**config.mk**
```make
export PLATFORM = sky130hd
export DESIGN_NAME = ram8
export DESIGN_NICKNAME = d
export VERILOG_FILES = /design/src/rtl/ram8.sv
export SDC_FILE = /design/constraint.sdc
export NUM_CORES = 1
export LEC_CHECK = 0
export CORE_MARGIN = 8
export CORE_UTILIZATION = 53
export DETAILED_ROUTE_END_ITERATION = 10
export PLACE_DENSITY = 0.86
export SYNTH_ARGS = -nofsm -noshare
export SYNTH_HDL_FRONTEND = slang
export SYNTH_SLANG_ARGS = --single-unit
```
**constraint.sdc**
```tcl
create_clock -name clk -period 1.3 [get_ports clk]
set_input_delay 0.13 -clock clk [delete_from_list [all_inputs] [get_ports clk]]
set_output_delay 0.13 -clock clk [all_outputs]
set_load 0.05 [all_outputs]
```
**src/rtl/ram8.sv**
```systemverilog
// ram8: eight-word by 16-bit random-access memory for the Hack CPU.
// Each stored bit is a D flip-flop fed by a load mux that recirculates the
// current value. A dmux8way spreads the single load strobe onto eight
// per-word load lines. A mux8way16 drives out from the addressed word.
// Reset is asynchronous and active-low. Every flip-flop resets to its bit of
// RESET_VALUE, so out reads RESET_VALUE for any address while rst_n is low.

// 1-bit storage primitive with asynchronous active-low reset.
module ram8_dff #(
    parameter logic RST_VAL = 1'b0
) (
    input  logic clk,
    input  logic rst_n,
    input  logic d,
    output logic q
);

    // Capture d on the rising edge; rst_n low forces the reset value immediately.
    always_ff @(posedge clk or negedge rst_n) begin
        if (!rst_n) begin
            q <= RST_VAL;
        end else begin
            q <= d;
        end
    end

endmodule

// One-hot demultiplexer: routes in onto the output line picked by sel.
module ram8_dmux8way (
    input  logic       in,
    input  logic [2:0] sel,
    output logic [7:0] out
);

    // At most one line is active, and only when in is high.
    always_comb begin
        out      = 8'b0;
        out[sel] = in;
    end

endmodule

// Eight-input 16-bit multiplexer selecting one word by sel.
module ram8_mux8way16 (
    input  logic [7:0][15:0] words,
    input  logic [2:0]       sel,
    output logic [15:0]      out
);

    // Purely combinational read path; no registers between sel and out.
    always_comb begin
        out = words[sel];
    end

endmodule

// Top level: 8 x 16 memory assembled from 128 bit cells.
module ram8 #(
    parameter logic [15:0] RESET_VALUE = 16'h0000
) (
    input  logic        clk,
    input  logic        rst_n,
    input  logic [15:0] in,
    input  logic        load,
    input  logic [2:0]  address,
    output logic [15:0] out
);

    logic [7:0]       word_load;
    logic [7:0][15:0] word_q;
    logic [7:0][15:0] word_d;

    // The write address is whatever address holds at the clock edge, because
    // word_load is decoded combinationally and sampled by the flip-flops.
    ram8_dmux8way u_decode (
        .in  (load),
        .sel (address),
        .out (word_load)
    );

    for (genvar w = 0; w < 8; w++) begin : g_word
        for (genvar b = 0; b < 16; b++) begin : g_bit
            // Bit cell: the load mux recirculates q unless this word is written.
            assign word_d[w][b] = word_load[w] ? in[b] : word_q[w][b];

            ram8_dff #(
                .RST_VAL (RESET_VALUE[b])
            ) u_cell (
                .clk   (clk),
                .rst_n (rst_n),
                .d     (word_d[w][b]),
                .q     (word_q[w][b])
            );
        end
    end

    // No bypass from in: a same-address write shows up only after the edge.
    ram8_mux8way16 u_read (
        .words (word_q),
        .sel   (address),
        .out   (out)
    );

endmodule
```
# After elaboration in Yosys (flattened, before gate mapping)
# Cells that the tools add are included.
word_totals:
  ff_bits: 128
  inputBits: 22
  elab_cells: 136
  out_inout_bits: 16
op_classes:
  reduce_logical: 1
  n_mux: 4
  n_bitwise: 1
  n_lt_le_gt_ge: 2
op_table:
  columns: ["operator", "count"]
  rows:
  - ["$bmux 16 s3", 1]
  - ["$mux 16", 1]
  - ["$and 8x8->8", 1]
  - ["$lt 3x4->1 const B", 1]
  - ["$demux 1 s3", 1]
  - ["$ge 3x1->1 const B", 1]
  - ["$logic_and 1x1->1", 1]
  - ["$mux 1", 1]

# Depth between registers and ports, before layout
depth:
  ltp_word: 5
  mapped_depth: 6
  ltp_nobuf: 3

# Modules after synthesis
# Synthesis repeated with hierarchy kept, for this count alone.
unflattened:
  hier_cells: 337
  area_unflattened_um2: 6361.1
modules_own_cells:
  columns: ["mod", "seq_area_each_um2", "area_each_um2", "instances", "cells_each"]
  rows:
  - ["ram8_dff", 25.0, 25.0, 128, 1]
  - ["ram8", 0.0, 1991.9, 1, 144]
  - ["ram8_mux8way16", 0.0, 1071.0, 1, 57]
  - ["ram8_dmux8way", 0.0, 95.1, 1, 8]

# Worst setup path before layout
# No wires, ideal clock.
synth_timing:
  kind: "input -> output"
  startpoint: "in address[0]"
  endpoint: "out out[15]"
  path_buffers: 3
  t_required_ns: 1.170
  t_arrival_ns: 1.855
  path_slack_ns: -0.685
  stages: 5
  path_cell_list: "buf_4 -> buf_4 -> buf_2 -> a221oi_1 -> o21ai_0"
synth_between:
  elab_chain_len: 2
synth_lines:
  columns: ["item", "line_no", "source"]
  rows:
  - ["from (decl)", "66", "input logic [2:0] address,"]
  - ["$bmux 16 s3", "53", "out = words[sel];"]
  - ["$mux 16 (implied by the code)", "53", null]
  - ["to (decl)", "67", "output logic [15:0] out"]
# No other way between the ends. The select of a mux whose other input is x is not followed.

# Worst setup path after layout
layout_timing:
  startpoint: "reg g_word[3].g_bit[8].u_cell.q"
  endpoint: "out out[8]"
layout_between:
  elab_chain_len: 2
layout_lines:
  columns: ["item", "line_no", "source"]
  rows:
  - ["from (decl)", "15", "output logic q"]
  - ["from (signal assigned)", "21", "q <= RST_VAL;"]
  - ["from (signal assigned)", "23", "q <= d;"]
  - ["$bmux 16 s3", "53", null]
  - ["$mux 16 (implied by the code)", "53", null]
# No other way between the ends. The select of a mux whose other input is x is not followed.

==> results.yml <==
yosys:
  synth-seq-cells: 128
  synth_nets: 436
  ys_warn_count: 0
  synth.distinct_cells: 38
  yosys-top-cells-area: "dfrtp_1 (53%), mux2_2 (26%), mux2i_1 (4.8%), mux2_4 (2.5%), mux4_2 (1.5%)"
  avgSynthCellArea_um2: 14.48
  syn_inst: 414
  synthesis.area_um2: 5993
  yosys.area.top_type: "dfrtp_1"
  yosysSeqAreaShare_pct: 53.44
  yosysTopAreaCellShare_pct: 53.44
power:
  pwr-share-comb_pct: 25.0
  internal-power_mw: 10.08
  p_leak_nw: 3.644
  p_sw_mw: 3.640
  p_seq_share_pct: 39.1
  swShare_pct: 26.53
  power.density_nw_per_um2: 1681
  ir_worst_vdd_mv: 1.304
  pwr-share-clk_pct: 35.8
floorplan:
  rows: 39
  ios: 38
  core_um2: 11220
  start_util_pct: 53.40
  fp.dieH_um: 122.3
  die_w_um: 122.3
  die_area_um2: 14970
setup_path:
  path_class: "flop to output pin"
  slowest_delay_ps: 390
  crit_end: "out[8]"
  startpoint: "g_word[3].g_bit[8].u_cell.q"
  rr_worst_depth: 3
  r2r_slack_ps: 260
  cpMostUsedCell: "mux2i_1"
  regToRegStartpoint: "g_word[3].g_bit[7].u_cell.q"
  worstPathCellList: "mux2i_1 > mux2i_1 > a221o_2 > buf_12"
  crit_path_start_kind: "flop"
  cp-end-kind: "output pin"
  required_ps: 1170
  r2r-end: "g_word[3].g_bit[7].u_cell.q"
  cp.arrival_ps: 1670
  crit_fanout: 2
  slowest_stage: "a221o_2"
cts:
  cts_tree: "done"
  cts_root_buffer: "clkbuf_16"
  htree_levels: 4
  cts_made_buffers: 17
  cts.sinks: 128
  clkTransAtPathRegs_ps: 50
  clock_latency_ps: 410
  clk_path_buf_depth: 2
route:
  dr_total_vias: 3921
  routed_wl_um: 15250
  wl_met1_um: 6382
  wl_per_cell_um: 22.76
  firstDrtPassIters: 5
  dr_wl_met3_um: 510
  drc: 0
  dr.first_iter.drc_count: 212
  ant_nets: 0
  top_layer: "met4"
  vias_per_cell: 5.852
  wl_met2_um: 7997
grt:
  grt-ovfl-total: 0
  grt_use_total_pct: 20.85
  antenna_found_initial: 0
  grt_pass1_wl_um: 23540
  grt_pass1_vias: 4292
  grt_max_degree: 41
final_layout:
  postLayoutCoreUtil_pct: 72.71
  antennaDiodeCount: 0
  fin_cells: 670
  largest_reg_flops: 128
  layout_commonest_cell: "dfrtp_1"
  area.growth.synth_to_final_pct: 36.16
  fillerInstances: 667
  drive_gt1_share_pct: 59.58
  largestRegisters: "g_word.g_bit.u_cell.q (128)"
  largest_register: "g_word.g_bit.u_cell.q"
  nets: 539
  layout_common_cells: "dfrtp_1 (128), mux2_2 (115), buf_4 (51), mux2_4 (32), mux2i_1 (28)"
run:
  maxCapViolCount: 0
sta:
  relSlewSlack_pct: 73.83
  fin_hold_ws_ps: 175.7
  grt_setup_unrepaired: "true"
  min_period_over_period_pct: 138.2
  slew_viol_final: 0
  worst-slew-pin-transition_ps: 392.5
  skew_ps: 0
  setup_slack_ps: -496.3
  finalSetupViolations: 32
  min_period_ps: 1796
  fmax_mhz: 556.7
  tns_ps: -7413
  hold_violations: 0
status:
  status: "finished with violations"
  violations: "setup timing"
placed_design:
  dpl_worst_slack_ps: -609.3
  dp_hpwl_um: 9178
  port_buffers: 37
  dpl.cell_count: 624
  place_congestion: 0.8063
min_path:
  hold_class: "input port to async pin"
## power groups by stage
| stage | logic [mW] | registers, mW | clock network (mW) |
|---|---|---|---|
| after floorplan | 1.99 | 5.21 | 0 |
| after global placement | 2.93 | 5.30 | 0 |
| after detailed placement | 3.02 | 5.37 | 0 |
| after CTS | 3.36 | 5.34 | 4.97 |
| after global routing | 3.62 | 5.45 | 5.13 |
| final | 3.44 | 5.37 | 4.91 |
## cells by family after synthesis
group | after synthesis | synth area share, %
multiplexers | 180 | 34.59
buffers and inverters | 28 | 2.735
AND/OR/NAND/NOR | 43 | 4.823
flip-flops | 128 | 53.44
AO/OA/AOI/OAI | 35 | 4.405
## worst max-delay path: cells and delay by family, from the launching register on
| kind | cells | cell delay [ps] |
|---|---|---|
| mux | 2 | 320 |
| flops | 1 | 370 |
| compound gates | 1 | 390 |
| buf+inv | 1 | 160 |
## layout make-up
class	instances	area (um2)	area share [%]
inverters	3	11.26	0.1380
repair buffers	109	1276	15.64
flip-flops and latches	128	3203	39.25
clock buffers	22	464.2	5.688
multi-input cells	258	2892	35.43
clock inverters	7	135.1	1.656
well taps	143	178.9	2.193
## metrics by stage
step | cell area, um2 | power, mW
global placement | 7102 | 8.230
floorplan | 6106 | 7.208
detailed placement | 7102 | 8.390
CTS | 8001 | 13.66
global route | 8160 | 14.20
finish | 8160 | 13.72
## per-layer routing
layer,track usage (%),vias to the layer above
met1,24.81,2068
met5,0,-
met4,9.216,0
li1,-,1742
met3,5.612,31
met2,34.95,80
## worst min path at each step
| stage | slack (ps) | endpoint | cells after the start | start |
|---|---|---|---|---|
| final | 180 | g_word[7].g_bit[11].u_cell.q | 2 | rst_n |
| after global routing | 200 | g_word[7].g_bit[11].u_cell.q | 2 | rst_n |
| after CTS | 190 | g_word[7].g_bit[11].u_cell.q | 2 | rst_n |
| after detailed placement | 80 | g_word[7].g_bit[11].u_cell.q | 1 | rst_n |
| after global placement | 70 | g_word[7].g_bit[11].u_cell.q | 1 | rst_n |
| after floorplan | -170 | g_word[0].g_bit[0].u_cell.q | 0 | rst_n |
## Yosys cell counts
| cell | instances |
|---|---|
| a21oi_1 | 4 |
| a221o_1 | 7 |
| a221oi_1 | 2 |
| a22oi_1 | 6 |
| a32oi_1 | 2 |
| and2_1 | 2 |
| and2b_1 | 1 |
| and2b_4 | 1 |
| and3_1 | 1 |
| buf_1 | 2 |
| buf_2 | 8 |
| buf_4 | 11 |
| buf_6 | 1 |
| clkbuf_1 | 3 |
| dfrtp_1 | 128 |
| inv_1 | 2 |
| inv_2 | 1 |
| mux2_2 | 137 |
| mux2_4 | 10 |
| mux2i_1 | 29 |
| mux4_2 | 4 |
| nand2_1 | 12 |
| nand2b_4 | 1 |
| nand3_1 | 3 |
| nand3_2 | 2 |
| nand3_4 | 1 |
| nand3b_1 | 1 |
| nor2_1 | 7 |
| nor2b_1 | 1 |
| nor3_4 | 2 |
| nor3b_1 | 5 |
| nor3b_4 | 1 |
| o211ai_1 | 5 |
| o21a_1 | 1 |
| o21ai_0 | 1 |
| o22ai_1 | 7 |
| or2_1 | 1 |
| or2_2 | 1 |
## timing repair
item / 4_1_cts / 5_1_grt
endpoints found under the hold margin: 88 / 0
hold buffers: 1 / 0
endpoints found under the setup margin: 104 / 32
setup buffers: 7 / 8
pin swaps: 18 / 11
gates resized for setup: 42 / 40
cloned: 1 / 0
(Power assumes the default switching activity.)
